[config.mk]
export PLATFORM = sky130hd
export DESIGN_NAME = fb_scanout_reader
export DESIGN_NICKNAME = d
export VERILOG_FILES = /design/src/rtl/fb_scanout_reader.sv
export SDC_FILE = /design/constraint.sdc
export NUM_CORES = 1
export LEC_CHECK = 0
export ABC_AREA = 1
export CAP_MARGIN = 15
export CORE_MARGIN = 5
export CORE_UTILIZATION = 40
export CTS_CLUSTER_SIZE = 30
export DETAILED_ROUTE_END_ITERATION = 8
export PLACE_DENSITY = 0.59
export SYNTH_ARGS = -nofsm -noshare
export SYNTH_HDL_FRONTEND = slang
export SYNTH_SLANG_ARGS = --single-unit
[constraint.sdc]
create_clock -name Clk -period 5.69 [get_ports Clk]
set_input_delay 1.707 -clock Clk [delete_from_list [all_inputs] [get_ports Clk]]
set_output_delay 1.707 -clock Clk [all_outputs]
set_load 0.02 [all_outputs]
[src/rtl/fb_scanout_reader.sv]
// Frame-buffer scanout reader: prefetches pixels in raster order through a
// grant-based read port into a small in-order FIFO and emits one colour per pixel strobe.
module fb_scanout_reader #(
    parameter int                 H_ACTIVE        = 640,
    parameter int                 V_ACTIVE        = 480,
    parameter int                 FIFO_DEPTH      = 8,
    parameter int                 COLOR_W         = 24,
    parameter logic [COLOR_W-1:0] UNDERFLOW_COLOR = 24'hFF00FF
) (
    input  logic               Clk,
    input  logic               Reset_n,
    input  logic               VS,
    input  logic               Pix_En,
    input  logic               Blank_n,
    output logic               Rd_Req,
    output logic [9:0]         Rd_X,
    output logic [9:0]         Rd_Y,
    input  logic               Rd_Gnt,
    input  logic               Rd_Valid,
    input  logic [COLOR_W-1:0] Rd_Data,
    output logic [COLOR_W-1:0] Pix_Color,
    output logic               Underflow,
    output logic [3:0]         Fifo_Level
);

    localparam int PTR_W  = $clog2(FIFO_DEPTH);
    localparam int CNT_W  = $clog2(FIFO_DEPTH + 1);
    localparam int DISC_W = CNT_W + 4;

    typedef enum logic [1:0] {IDLE, FETCH, DRAIN} state_t;

    state_t              state_q, state_d;
    logic                vs_meta, vs_sync, vs_prev;
    logic                fs;
    logic [CNT_W-1:0]    level_q, outstanding_q;
    logic [DISC_W-1:0]   discard_q, discard_d;
    logic [PTR_W-1:0]    wr_ptr_q, rd_ptr_q;
    logic [COLOR_W-1:0]  mem [FIFO_DEPTH];
    logic [CNT_W:0]      credit_used;
    logic                accept, last_pixel, pop, pop_hit, push;
    logic                ret_discard, ret_live;

    // Sync flops come out of reset high so a VS already high is not mistaken for a frame start.
    always_ff @(posedge Clk or negedge Reset_n) begin
        if (!Reset_n) begin
            vs_meta <= 1'b1;
            vs_sync <= 1'b1;
            vs_prev <= 1'b1;
        end else begin
            vs_meta <= VS;
            vs_sync <= vs_meta;
            vs_prev <= vs_sync;
        end
    end

    assign fs          = vs_sync & ~vs_prev;
    assign credit_used = {1'b0, level_q} + {1'b0, outstanding_q};
    assign Rd_Req      = (state_q == FETCH) && (credit_used < (CNT_W+1)'(FIFO_DEPTH));
    assign accept      = Rd_Req & Rd_Gnt;
    assign last_pixel  = (Rd_X == 10'(H_ACTIVE - 1)) && (Rd_Y == 10'(V_ACTIVE - 1));
    assign ret_discard = Rd_Valid && (discard_q != '0);
    assign ret_live    = Rd_Valid && (discard_q == '0) && (outstanding_q != '0);
    assign push        = ret_live && !fs;
    assign pop         = Pix_En & Blank_n;
    assign pop_hit     = pop && (level_q != '0) && !fs;
    assign Fifo_Level  = 4'(level_q);

    always_comb begin
        state_d = state_q;
        if (fs)
            state_d = FETCH;
        else if (state_q == FETCH && accept && last_pixel)
            state_d = DRAIN;
        else if (state_q == DRAIN && outstanding_q == '0 && level_q == '0)
            state_d = IDLE;
    end

    // Every read still in flight at frame start, including one granted in that very cycle,
    // must be dropped on return; a return in the same cycle retires one of them.
    always_comb begin
        discard_d = discard_q;
        if (fs)
            discard_d = discard_q + DISC_W'(outstanding_q) + DISC_W'(accept)
                      - DISC_W'(ret_discard | ret_live);
        else if (ret_discard)
            discard_d = discard_q - DISC_W'(1);
    end

    always_ff @(posedge Clk or negedge Reset_n) begin
        if (!Reset_n) begin
            state_q       <= IDLE;
            level_q       <= '0;
            outstanding_q <= '0;
            discard_q     <= '0;
            wr_ptr_q      <= '0;
            rd_ptr_q      <= '0;
            Rd_X          <= '0;
            Rd_Y          <= '0;
        end else begin
            state_q   <= state_d;
            discard_q <= discard_d;
            if (fs) begin
                level_q       <= '0;
                outstanding_q <= '0;
                wr_ptr_q      <= '0;
                rd_ptr_q      <= '0;
                Rd_X          <= '0;
                Rd_Y          <= '0;
            end else begin
                level_q       <= level_q + CNT_W'(push) - CNT_W'(pop_hit);
                outstanding_q <= outstanding_q + CNT_W'(accept) - CNT_W'(ret_live);
                wr_ptr_q      <= wr_ptr_q + PTR_W'(push);
                rd_ptr_q      <= rd_ptr_q + PTR_W'(pop_hit);
                if (accept) begin
                    if (Rd_X == 10'(H_ACTIVE - 1)) begin
                        Rd_X <= '0;
                        Rd_Y <= Rd_Y + 10'd1;
                    end else begin
                        Rd_X <= Rd_X + 10'd1;
                    end
                end
            end
        end
    end

    // NOTE: the FIFO storage has no reset; level and pointers alone define what is valid.
    always_ff @(posedge Clk) begin
        if (push)
            mem[wr_ptr_q] <= Rd_Data;
    end

    always_ff @(posedge Clk or negedge Reset_n) begin
        if (!Reset_n) begin
            Pix_Color <= '0;
            Underflow <= 1'b0;
        end else if (pop) begin
            if (pop_hit) begin
                Pix_Color <= mem[rd_ptr_q];
            end else begin
                Pix_Color <= UNDERFLOW_COLOR;
                Underflow <= 1'b1;
            end
        end else if (Pix_En) begin
            Pix_Color <= '0;
        end
    end

endmodule

==> flow_metrics.tcl <==
set metrics [dict create \
    status "finished clean" \
    critPathMaxStageDelay_ps 440 \
    nFillCells 2620 \
    fin_tns_setup_ps 0 \
    cts_tree "built" \
    routed_wl_um 26600 \
    cts_sinks 264 \
    ys_seq_area_frac 0.655 \
    synth_edf_count 192 \
    grt_overflow 0 \
    synthArstFlopShare 0.273 \
    synthesis.area_um2 11600 \
    synthTopCellsByCount "nand2_1 (214), edfxtp_1 (192), nand3_1 (134), inv_1 (105), dfrtp_1 (69)" \
    period_minus_slack_ps 4080 \
    placedCellCount 1502 \
    yosys_warnings 0 \
    cts.path.max_buffers 3 \
    start_kind "input port" \
    synth.avg_cell_area_um2 10.9 \
    htree_levels 1 \
    yosysTopAreaCellShare 0.498 \
    synth_adder_area_share 0.0431 \
    synthCells 1060 \
    synth_nets 1129 \
    timing.final.crit_share 0.718 \
    grt_pass1_vias 7795 \
    cp.arrival_ps 4490 \
    hold_class "register to register" \
    synth_compound_area_frac 0.0714 \
    cts_hold_buffers 0 \
    start_util 0.404 \
    cts_buffers 28 \
    hpwl_um 15600 \
    die_x_um 180 \
    drt-initial-drc-count 447 \
    fp-row-count 62 \
    grt_antenna_before_repair 0 \
    finalMaxSlewViolations 0 \
    ir_drop_mv 0.237 \
    setup_violations 0 \
    synth-simple-area-share 0.170 \
    critPathMostFrequentCell "nand2_1" \
    leakagePower_nw 5.35 \
    vias 7791 \
    gp_congestion 0.797 \
    pin_count 81 \
    clk_pin_slew_worst_paths_ps 60 \
    ant_nets 0 \
    synth-xor-area-share 0.00833 \
    fin_util 0.481 \
    synth_area_leaders "edfxtp_1 (50%), dfrtp_1 (15%), nand2_1 (6.9%)" \
    drt_pre_antenna_iters 5 \
    cp_slowest_cell "clkdlybuf4s50_1" \
    cts_setup_buffers 0 \
    n_antenna_cell 0 \
    yosysMostFrequentCell "nand2_1" \
    hold_viol 0 \
    core_area_um2 28600 \
    drive_gt1_frac 0.0813 \
    max_slew_margin 0.251 \
    fmax_mhz 245 \
    portBuffers 80 \
    drc_errors 0 \
    critical_path_class "input port to register" \
    routedWlPerCell_um 17.1 \
    grt_pass1_wl_um 42800 \
    final.setup.worst_slack_ps 1610 \
    synth_cell_types 43 \
    viasPerCell 5.02 \
    syn_to_final_growth_pct 19.0 \
    powerDensity_nw_per_um2 436 \
    grt_usage 0.162 \
    finClkSkew_ps 9.68 \
    cp_data_required_time_ps 6090 \
    synth_area_leader_cell "edfxtp_1" \
    dp_slack_ps 1080 \
    grt_start_max_net_pins 98 \
    synth_flop_cell "edfxtp_1" \
    rsz0062_at_grt "no" \
    cts_root_buf "clkbuf_16" \
    nets 1217 \
    max_slew.worst_pin.slew_ps 1120 \
    clk_latency_ps 540 \
    synth_top_family_by_area "simple AND/OR/NAND/NOR gates" \
    crit_path_max_fanout 8 \
    muxShareOfSynthArea 0 \
    die_area_um2 32400 \
    finalNonFillerCells 1553 \
    ctsResizeCount 0 \
    path_cells "clkdlybuf4s50_1 > nand2_1 > nand2_1 > ha_1 > inv_1 > nand4_1 > nand2_1 > inv_1 > ha_1 > inv_1 > nand2_1 > inv_1 > fa_1 > inv_1 > a21oi_1 > o21bai_1 > nand2_1 > nand2_1 > nand2_1 > nand2_1 > a21oi_1 > o21ai_0 > a22oi_1" \
    drv_cap 0 \
    end_kind "register" \
    die_y_um 180 \
    ys_ff_latch 264 \
]
## worst max-delay path, delay by kind of cell
| kind | cells | cell delay [ps] |
|---|---|---|
| AOI/OAI and AO/OA | 5 | 450 |
| adders and majority gates | 3 | 820 |
| buffers and inverters | 6 | 680 |
| and+or+nand+nor | 9 | 830 |
## path summary, 6_finish.rpt
kind / cells after the start / endpoint / slack (ps) / start
setup / recovery: 23 / discard_q[6]$_DFFE_PN0P_ / 1610 / Rd_Valid
hold / removal: 0 / vs_sync$_DFF_PN1_ / 350 / vs_meta$_DFF_PN1_
setup reg to reg: 25 / discard_q[6]$_DFFE_PN0P_ / 2220 / discard_q[5]$_DFFE_PN0P_
hold reg to reg: 0 / vs_sync$_DFF_PN1_ / 350 / vs_meta$_DFF_PN1_
max in group asynchronous: 2 / rd_ptr_q[0]$_DFF_PN0_ / 3600 / Reset_n
min in group asynchronous: 1 / Rd_Y[7]$_DFFE_PN0P_ / 1210 / Reset_n
## layout by cell type, fill, tap and decap left out, types with 3 or more instances in the layout
cell and instances:
nand3_1 134, a21oi_1 27, nor3_2 9, inv_2 5, clkbuf_1 9, inv_1 104
xor2_1 10, ha_1 35, dfrtp_1 68, nor2_1 68, clkdlybuf4s50_1 79, nand2_2 3
o21ai_1 18, edfxtp_1 192, o31ai_2 4, dfstp_2 3, buf_4 23, nor3_1 7
clkbuf_16 29, nand4_1 4, nor4_1 4, o221ai_1 16, fa_1 3, o21ai_0 61
clkinv_1 8, nand2_1 214
## layout make-up
| cell class | instances | area [um^2] | area share |
|---|---|---|---|
| inverters | 112 | 423 | 0.0307 |
| flip-flops and latches | 264 | 7570 | 0.550 |
| clock buffers | 39 | 773 | 0.0562 |
| clock inverters | 12 | 109 | 0.00791 |
| multi-input cells | 639 | 3420 | 0.249 |
| repair buffers | 103 | 983 | 0.0714 |
| well taps | 384 | 480 | 0.0349 |
## metrics by stage
step                      area (um^2)  hold slack [ps]  power [W]
after floorplan                 11600              345    0.00368
after global placement          12900              346    0.00427
after detailed placement        12900              347    0.00431
after CTS                       13800              356    0.00608
after global routing            13800              362    0.00642
final                           13800              355    0.00600
## metal layers
| layer | vias up | wire length [um] | share of wire | global-route usage |
|---|---|---|---|---|
| met5 | - | 0 | 0 | 0 |
| met4 | 0 | 488 | 0.018 | 0.0375 |
| met3 | 37 | 1110 | 0.042 | 0.0248 |
| met2 | 151 | 12500 | 0.47 | 0.272 |
| met1 | 3783 | 12500 | 0.47 | 0.224 |
| li1 | 3820 | - | - | - |
## sequential cells by signal, summed over array words and instances, names as in the netlist
signal and count:
mem 192, discard_q 8, Rd_X 10, state_q 2, vs_sync 1, vs_prev 1
Rd_Y 10, Underflow 1, outstanding_q 4, rd_ptr_q 3, Pix_Color 24, vs_meta 1
wr_ptr_q 3, Fifo_Level 4
## where the power goes
part           switching [W]  leakage, nW  internal, W
clock network       0.000722        0.425      0.00103
logic                0.00124         2.28     0.000705
registers          0.0000982         2.65      0.00220
## kinds of logic after synthesis
kind of cell,Yosys count
AO/OA/AOI/OAI,139
AND/OR/NAND/NOR,451
XOR/XNOR,11
buffers and inverters,157
flip-flops,264
adder cells (fa/ha/maj),38
(Power assumes the default switching activity.)
